===== src/rtl/fifo_drain_serializer.sv =====
// Drains a show-ahead FIFO one word at a time and shifts each word out as a framed serial line:
// start bit, data LSB-first, optional even parity, stop bit, then a short guard gap.
module fifo_drain_serializer #(
  parameter int bits         = 8,
  parameter int CLKS_PER_BIT = 4,
  parameter int PARITY_EN    = 0,
  parameter int GUARD_CYCLES = 3
) (
  input  logic            clk,
  input  logic            rst,
  input  logic            fifoEmpty,
  input  logic [bits-1:0] fifoData,
  input  logic            txEnable,
  output logic            rdEnable,
  output logic            serOut,
  output logic            busy,
  output logic            frameDone
);

  localparam int CW = (CLKS_PER_BIT > 1) ? $clog2(CLKS_PER_BIT) : 1;
  localparam int IW = (bits > 1) ? $clog2(bits) : 1;
  localparam int GW = $clog2(GUARD_CYCLES + 1);

  localparam logic [CW-1:0] BIT_LAST    = CW'(CLKS_PER_BIT - 1);
  localparam logic [CW-1:0] BIT_PRELAST = CW'(CLKS_PER_BIT - 2);
  localparam logic [IW-1:0] IDX_LAST    = IW'(bits - 1);
  localparam logic [GW-1:0] GUARD_LAST  = GW'(GUARD_CYCLES - 1);

  typedef enum logic [2:0] {
    IDLE,
    START,
    DATA,
    PARITY,
    STOP,
    GUARD
  } stateT;

  stateT           state;
  logic [bits-1:0] shiftReg;
  logic            parityBit;
  logic [CW-1:0]   bitCnt;
  logic [IW-1:0]   bitIdx;
  logic [GW-1:0]   guardCnt;

  logic canStart;
  logic startNow;
  logic bitEnd;

  assign canStart = !fifoEmpty && txEnable;
  assign bitEnd   = (bitCnt == BIT_LAST);
  // The edge that closes the guard gap doubles as the next sampling edge.
  assign startNow = canStart &&
                    ((state == IDLE) || ((state == GUARD) && (guardCnt == GUARD_LAST)));

  always_ff @(posedge clk or posedge rst) begin
    if (rst) begin
      state     <= IDLE;
      serOut    <= 1'b1;
      rdEnable  <= 1'b0;
      busy      <= 1'b0;
      frameDone <= 1'b0;
      shiftReg  <= '0;
      parityBit <= 1'b0;
      bitCnt    <= '0;
      bitIdx    <= '0;
      guardCnt  <= '0;
    end else begin
      rdEnable  <= 1'b0;
      frameDone <= 1'b0;
      if (startNow) begin
        shiftReg  <= fifoData;
        parityBit <= ^fifoData;
        rdEnable  <= 1'b1;
        serOut    <= 1'b0;
        busy      <= 1'b1;
        bitCnt    <= '0;
        bitIdx    <= '0;
        guardCnt  <= '0;
        state     <= START;
      end else begin
        case (state)
          IDLE: begin
            serOut <= 1'b1;
            busy   <= 1'b0;
          end
          START: begin
            if (bitEnd) begin
              bitCnt   <= '0;
              serOut   <= shiftReg[0];
              shiftReg <= shiftReg >> 1;
              state    <= DATA;
            end else begin
              bitCnt <= bitCnt + 1'b1;
            end
          end
          DATA: begin
            if (bitEnd) begin
              bitCnt <= '0;
              if (bitIdx == IDX_LAST) begin
                if (PARITY_EN != 0) begin
                  serOut <= parityBit;
                  state  <= PARITY;
                end else begin
                  serOut <= 1'b1;
                  state  <= STOP;
                end
              end else begin
                bitIdx   <= bitIdx + 1'b1;
                serOut   <= shiftReg[0];
                shiftReg <= shiftReg >> 1;
              end
            end else begin
              bitCnt <= bitCnt + 1'b1;
            end
          end
          PARITY: begin
            if (bitEnd) begin
              bitCnt <= '0;
              serOut <= 1'b1;
              state  <= STOP;
            end else begin
              bitCnt <= bitCnt + 1'b1;
            end
          end
          STOP: begin
            if (bitEnd) begin
              bitCnt   <= '0;
              guardCnt <= '0;
              state    <= GUARD;
            end else begin
              bitCnt <= bitCnt + 1'b1;
              // Registered pulse must be set one cycle early to land on the last stop cycle.
              if (bitCnt == BIT_PRELAST) frameDone <= 1'b1;
            end
          end
          GUARD: begin
            serOut <= 1'b1;
            if (guardCnt == GUARD_LAST) begin
              guardCnt <= '0;
              busy     <= 1'b0;
              state    <= IDLE;
            end else begin
              guardCnt <= guardCnt + 1'b1;
            end
          end
          default: begin
            serOut <= 1'b1;
            busy   <= 1'b0;
            state  <= IDLE;
          end
        endcase
      end
    end
  end

endmodule


===== config.mk =====
export PLATFORM = sky130hd
export DESIGN_NAME = fifo_drain_serializer
export DESIGN_NICKNAME = d
export VERILOG_FILES = /design/src/rtl/fifo_drain_serializer.sv
export SDC_FILE = /design/constraint.sdc
export NUM_CORES = 1
export LEC_CHECK = 0
export ABC_AREA = 1
export CAP_MARGIN = 40
export CORE_MARGIN = 2
export CORE_UTILIZATION = 50
export CTS_BUF_LIST = sky130_fd_sc_hd__clkbuf_2
export DETAILED_ROUTE_END_ITERATION = 16
export HOLD_SLACK_MARGIN = 0.15
export MAX_ROUTING_LAYER = met4
export PLACE_DENSITY_LB_ADDON = 0.05
export SLEW_MARGIN = 20
export SYNTH_ARGS = -nofsm -noshare
export SYNTH_HDL_FRONTEND = slang
export SYNTH_SLANG_ARGS = --single-unit

===== constraint.sdc =====
create_clock -name clk -period 2.92 [get_ports clk]
set_input_delay 0.584 -clock clk [delete_from_list [all_inputs] [get_ports clk]]
set_output_delay 0.584 -clock clk [all_outputs]
set_load 0.1 [all_outputs]

Word-level counts from Yosys, hierarchy flattened. Index checks and enable logic that the tools add are counted. W data, S select, Z words.

Output and inout port bits: 4. Flip-flop bits (word level): 22. Bits of input ports: 12. Word-level logic and storage cells: 88.

Reduce and logical (&&, ||, !) cells: 18. Equality and inequality tests: 20. Add/subtract/negate cells: 3. Multiplexer cells: 38.

Operator list (count): $mux W3 (11); $mux W8 (4); $ne A3 B3 Y1 const B (6); $pmux W3 S6 (1); $pmux W8 S2 (1); $mux W1 (12); $mux W2 (6); $eq A3 B3 Y1 const B (3); $reduce_and A4 Y1 (2); $reduce_and A7 Y1 (1); $eq A2 B2 Y1 const B (3); $eq A3 B2 Y1 const B (2); $ne A2 B2 Y1 const B (3); $reduce_bool A2 Y1 (3); $reduce_bool A3 Y1 (2); $add A2 B1 Y2 const B (2); $pmux W1 S4 (1); $pmux W2 S2 (1); $reduce_and A2 Y1 (2); $reduce_or A4 Y1 (1); $add A3 B1 Y3 const B (1); $eq A3 B1 Y1 const B (1); $logic_and A1 B1 Y1 (3); $logic_not A3 Y1 (1); 6 further kinds (6).

Depth between registers and ports, before layout. Gate-level depths: netlist (run 1).

Depth after elaboration: 6. Gate-level depth with buffers: 10. Gate-level depth less buffers: 9.

Least setup slack after synthesis (run 1). Ideal clock, no wire load.

Kind: reg-to-output. Start point: register busy. End point: output port busy. Path buffers: 0. Data arrival time: 898 ps. Data required time: 2336 ps. Cell stages (with the launch flop): 1. Setup slack: 1438 ps. Cells stage by stage: dfrtp_1.

RTL lines: from (decl) (RTL line 16) `output logic busy,`; from (signal assigned) (RTL line 60) `busy <= 1'b0;`; from (signal assigned) (RTL line 75) `busy <= 1'b1;`; from (signal assigned) (RTL line 84) `busy <= 1'b0;`.

No word-level cell between the ends.

Worst setup path in the final report (run 1).
Start point: register serOut. End point: output port serOut.

RTL lines: from (decl) (RTL line 15) `output logic serOut,`; from (signal assigned) (RTL line 89) `serOut <= shiftReg[0];`; from (signal assigned) (RTL line 101) `serOut <= parityBit;`; from (signal assigned) (RTL line 109) `serOut <= shiftReg[0];`.

No word-level cell between the ends.

==> results of run 1 <==
==> final timing paths <==
path / to / slack [ps] / from / cells after the start
worst max-delay path: serOut / 1160 / serOut / 1
worst min-delay path: serOut / 480 / serOut / 2
worst max register to register: bitIdx[0] / 1230 / bitIdx[0] / 8
worst min register to register: serOut / 480 / serOut / 2
max in group asynchronous: state[1] / 1960 / rst / 3
min in group asynchronous: shiftReg[7] / 530 / rst / 2
==> flip-flops by register name, indices dropped and copies added, names as in the netlist <==
| name | count |
|---|---|
| shiftReg | 8 |
| bitIdx | 3 |
| state | 3 |
| bitCnt | 2 |
| guardCnt | 2 |
| busy | 1 |
| frameDone | 1 |
| rdEnable | 1 |
| serOut | 1 |
==> worst reg2reg max path, cell delays in order (launching register included) <==
cell	delay (ps)
dfrtp_1	440
ha_1	200
ha_1	200
inv_1	60
nand4_1	150
nor2_1	230
inv_1	120
xor2_1	150
nor2_1	90
==> per-stage QoR <==
step	worst slack, ps	total power, mW	area (µm²)	hold slack (ps)
2_1_floorplan	1438	1.076	1245	448.8
3_3_place_gp	868.2	1.189	1400	452.0
3_5_place_dp	818.0	1.219	1415	454.2
4_1_cts	1148	1.347	1435	480.7
5_1_grt	1065	1.459	1435	500.0
6_report	1164	1.336	1435	477.7
==> area by class of cell <==
cell class              count  area (µm²)
flip-flops and latches     22       551.8
clock buffers               4       20.02
inverters                  35       131.4
well taps                  30       37.54
repair buffers             16       155.1
multi-input cells         105       539.3
fillers                   230       974.7
==> power by group <==
group / internal [mW] / total, mW / switching, mW
Combinational: 0.220 / 0.696 / 0.476
Sequential: 0.425 / 0.514 / 0.0896
Clock: 0.0363 / 0.126 / 0.0897
Total: 0.681 / 1.34 / 0.655
==> per-layer routing <==
layer	share of wire (%)	vias to the layer above	wire, µm	GRT usage (%)
met5	0	-	0	-
met4	0.76	0	18	5.128
met3	2.7	4	64	3.333
met2	48	14	1131	30.69
met1	49	480	1149	25.13
li1	-	540	-	-
==> kinds of logic after synthesis <==
family	count (synthesis)	synth area share, %
adder cells (fa/ha/maj)	4	4.020
flip-flops	22	44.32
AND/OR/NAND/NOR	82	29.85
buffers and inverters	37	12.36
XOR/XNOR	1	0.7036
AO/OA/AOI/OAI	18	8.744
==> cell usage in the layout (no fill, tap or decap), drive strengths merged <==
cell           netlist  routed
buf                  2       5
xor2                 1       1
clkinv               1       1
nor2                15      15
a21oi                1       1
inv                 34      34
nand4                2       2
nand3               16      16
o21ai               17      17
nand2               48      48
nor3                 1       1
dfstp                1       1
dfrtp               21      21
ha                   4       4
clkbuf               0       4
clkdlybuf4s50        0      11
==> reports/metrics.yaml, run 1 <==
synthesis:
  ys_warn_count: 0
  synth_top_area_cell: "dfrtp_1"
  synth_top_cell_area_share_pct: 42.21
  synth.most_common_cell: "nand2_1"
  synthFlopType: "dfrtp_1"
  seq_area_frac_synth_pct: 44.32
  async_flop_share_pct: 100.0
  syn_area_per_cell_um2: 7.591
  synth.ff_latch_count: 22
  synth_edf_count: 0
  syn_area_mm2: 0.001245
  synth.top_cells.by_count: "44 x nand2_1, 31 x inv_1, 21 x dfrtp_1"
  synth_cell_types: 22
  synth_cells: 164
  synth_area_leaders: "dfrtp_1 42%, nand2_1 13%, inv_1 9.3%"
  synth_fp_nets: 180
clocking:
  htree_num_levels: 1
  numCtsBuffers: 3
  clock_latency_ps: 320
  path_clk_slew_ps: 200
  ctsResizeCount: 0
  clockBufferDepth: 2
  cts_hold_buf: 0
  clockRootBuffer: "clkbuf_2"
  cts_sinks: 22
  tritoncts: "done"
  cts_setup_buffers: 0
grt:
  grt_max_degree: 13
  grt_pass1_vias: 887
  track_usage_pct: 19.21
  grt_overflow: 0
  antenna_found_initial: 0
  grt_pass1_wl_um: 3919
layout:
  diodes: 0
  fin_util_pct: 59.55
  finalNonFillerCells: 212
  layout-drive-gt1-share_pct: 13.19
  num-nets-final: 199
  syn_to_final_growth_pct: 15.28
route:
  totalWireLength_um: 2363
  vias: 1038
  ant_nets: 0
  first_pass_iters: 4
  wl_per_cell_um: 11.15
  vias_per_cell: 4.896
  post-route-drc-count: 0
  drt-initial-drc-count: 30
timing:
  setup_viol: 0
  drv_slew: 0
  rsz0062_at_grt: "no"
  slew_headroom_pct: 70.06
  fin_crit_sh_pct: 60.13
  fmax_mhz: 569.6
  skew_ps: 2.800
  min_period_ps: 1756
  tns_ps: 0
  worstMarginPinSlew_ps: 448.6
  timing_hold_violations_final: 0
place:
  dp_cells: 208
  place.port_buffers: 15
  dp_hpwl_um: 1845
  gp_congestion: 0.9244
worst_setup_path:
  path_buf_inv: 1
  arrival_ps: 1170
  critical-path-top-delay-family: "flip-flops"
  start_kind: "flop"
  endpoint_kind: "output port"
  path_class: "flop to output port"
  cp.required_ps: 2340
  critPathMaxFanout: 2
  cp_slowest_stage_delay_ps: 580
  slowest_stage: "dfstp_2"
  crit_chain: "buf_4"
job:
  cap_violations: 0
floorplanning:
  rows: 18
  pin_count: 16
  die_h_um: 53.90
  start_util_pct: 51.66
  die_area_mm2: 0.002905
  coreArea_mm2: 0.002410
  die_x_um: 53.90
min_path:
  hold_class: "flop to flop"
power_and_ir_drop:
  leakage_nw: 0.8014
  power-per-cell-area_mw_per_mm2: 930.8
  vdd_ir_drop_max_mv: 0.5481
status:
  status: "finished, final reports clean"
No activity file was read; power rests on OpenSTA's default activity.
==> run 2, diff against run 1 <==
==> constraint.sdc (replaced) <==
create_clock -name clk -period 1.6 [get_ports clk]
set_input_delay 0.32 -clock clk [delete_from_list [all_inputs] [get_ports clk]]
set_output_delay 0.32 -clock clk [all_outputs]
set_load 0.1 [all_outputs]
==> run 2 against run 1 <==
Compared with the run above:
- cell count increased by 2.4%
- worst hold slack got worse by 170 ps
- cell area increased by 8.1%
- register-to-register slack got worse by 1100 ps
- global-route usage increased by 0.10 points
- clock skew increased by 15 ps
- non-clock buffer count increased by 5
- combinational power increased by 100%
- sequential cell count unchanged
- power increased by 95%
- critical path type is now flop to flop
- largest cell class is now multi-input gates
- largest power group unchanged
==> reports/metrics.yaml, run 2 (synthesized netlist as in run 1, its figures left out) <==
worst_setup_path:
  start_kind: "flop"
  worstRegToRegCells: 10  # +2
  endpoint_kind: "flop"
  arrival_ps: 1730  # +560 ps
  path_buf_inv: 2  # +1
  cp.required_ps: 1830  # -510 ps
  critical-path-top-delay-family: "simple AND/OR/NAND/NOR gates"
  cpMostUsedCell: "nand2_1"
  critPathMaxFanout: 4  # +2
  r2r_setup_slack_ps: 90  # -1140 ps
  cp_slowest_stage_delay_ps: 440  # -140 ps
  crit_chain: "ha_4 > ha_4 > inv_1 > nand4_1 > buf_4 > o21ai_2 > nor2_2 > nand2_1 > nand2_1 > nand2_1"
  slowest_stage: "dfrtp_1"
  path_class: "flop to flop"
  reg2reg_from: "bitIdx[0]"
  worst_r2r_endpoint: "state[0]"
layout:
  diodes: 0  # unchanged
  fin_area_mm2: 0.001551  # +8.1%
  layout-drive-gt1-share_pct: 19.25  # +6.1 points
  largestRegisters: "shiftReg x8, bitIdx x3, state x3"
  layout_common_cells: "44 x nand2_1, 31 x inv_1, 18 x dfrtp_1"
  final_common_cell: "nand2_1"
  finalNonFillerCells: 217  # +2.4%
  largest_register_ffs: 8  # unchanged
  num-nets-final: 204  # +2.5%
  top_register: "shiftReg"
  syn_to_final_growth_pct: 24.62
power_and_ir_drop:
  vdd_ir_drop_max_mv: 1.042  # +90%
  leakage_nw: 0.8283  # +3.4%
  power_frac_seq_pct: 37.2  # -1.3 points
  share_comb_of_total_power_pct: 54.4  # +2.3 points
  p_switching_mw: 1.241  # +89%
  p_clk_share_pct: 8.5  # -0.9 points
  p_sw_share_pct: 47.66  # -1.4 points
  p_int_mw: 1.363  # +100%
  power-per-cell-area_mw_per_mm2: 1679  # +80%
clocking:
  clockRootBuffer: "clkbuf_2"
  clock_latency_ps: 320  # about the same
  numCtsBuffers: 3  # unchanged
  path_clk_slew_ps: 220  # +20 ps
  cts_hold_buf: 0  # unchanged
  htree_num_levels: 1  # unchanged
  clockBufferDepth: 2  # unchanged
  tritoncts: "done"
  cts_sinks: 22  # unchanged
place:
  place_area_mm2: 0.001488  # +5.1%
  place.port_buffers: 15  # unchanged
  gp_congestion: 0.9454  # +2.3%
  dp_hpwl_um: 1784  # -3.3%
  dp_cells: 212  # +1.9%
  pre_cts_ws_ps: -19.66  # -837.7 ps
min_path:
  hold_class: "input port to asynchronous set/reset pin"
grt:
  track_usage_pct: 19.31  # +0.10 points
  antenna_found_initial: 0  # unchanged
  grt_pass1_wl_um: 4015  # +2.4%
  grt_pass1_vias: 986  # +11%
  grt_overflow: 0  # unchanged
  grt_max_degree: 23  # +10
timing:
  fin_crit_sh_pct: 94.17
  tns_ps: 0  # unchanged
  worstMarginPinSlew_ps: 384.9  # -63.68 ps
  fmax_mhz: 663.7
  min_period_ps: 1507
  timing_hold_violations_final: 0  # unchanged
  setup_viol: 0  # unchanged
  fin_ws_ps: 93.23  # -1071 ps
  slew_headroom_pct: 74.34  # +4.3 points
  rsz0062_at_grt: "yes"
  skew_ps: 18.19  # +15.39 ps
  drv_slew: 0  # unchanged
route:
  post-route-drc-count: 0  # unchanged
  wl_per_cell_um: 11.04  # -0.98%
  vias: 1047  # +0.87%
  totalWireLength_um: 2395  # +1.4%
  ant_nets: 0  # unchanged
  vias_per_cell: 4.825  # -1.5%
  drt-initial-drc-count: 22  # -27%
  first_pass_iters: 4  # unchanged
status:
  status: "finished, final reports clean"
floorplanning:
  rows: 18  # unchanged
  die_h_um: 53.90  # unchanged
  pin_count: 16  # unchanged
  start_util_pct: 51.66  # unchanged
  die_area_mm2: 0.002905  # unchanged
  die_x_um: 53.90  # unchanged
  coreArea_mm2: 0.002410  # unchanged
job:
  cap_violations: 0  # unchanged
==> run 2: power by group through the flow <==
stage / clock network [mW] / registers (mW) / logic (mW)
2_1_floorplan: 0 / 1.13 / 0.838
3_3_place_gp: 0 / 0.959 / 1.34
3_5_place_dp: 0 / 0.968 / 1.37
4_1_cts: 0.233 / 0.954 / 1.38
5_1_grt: 0.254 / 1.01 / 1.60
6_report: 0.220 / 0.968 / 1.42
==> run 2: cell type report <==
class | count | area (µm²)
clock inverter | 1 | 3.754
inverter | 35 | 131.4
timing repair buffer | 21 | 235.2
tap | 30 | 37.54
clock buffer | 3 | 15.01
fill | 212 | 858.3
sequential | 22 | 555.5
multi-input combinational | 105 | 573.1
==> run 2: layer usage <==
metal  GRT usage, %  part of all wire [%]  vias up
met5              -                     0        -
met4          6.410                  0.42        0
met3          2.500                   4.3        2
met2          32.32                    50       23
met1          23.96                    45      474
li1               -                     -      548
==> run 2: what timing repair did <==
item | in CTS | in global routing
buffers inserted | 0 | 1
setup endpoints to repair | 0 | 17
resized for setup | 0 | 11
==> run 2: tightest hold or removal path: stages <==
cell	delay, ps
clkdlybuf4s50_1	410
inv_1	50
buf_4	280
==> run 2: worst max path at each step <==
stage                         start        end  depth (start not counted)
after global placement     txEnable   state[1]                          8
after detailed placement   txEnable   state[0]                          8
after floorplan           bitIdx[0]  bitIdx[0]                          8
after global routing      bitIdx[0]   state[0]                         10
after CTS                 bitIdx[0]   state[0]                         10
final                     bitIdx[0]   state[0]                         10
==> run 2: stage by stage <==
stage          power (mW)  hold slack, ps  util, %
2_1_floorplan       1.964           308.5        -
3_3_place_gp        2.300           461.0    61.73
3_5_place_dp        2.341           469.2    61.73
4_1_cts             2.568           303.4    62.51
5_1_grt             2.862           346.1    64.38
6_report            2.604           303.0    64.38
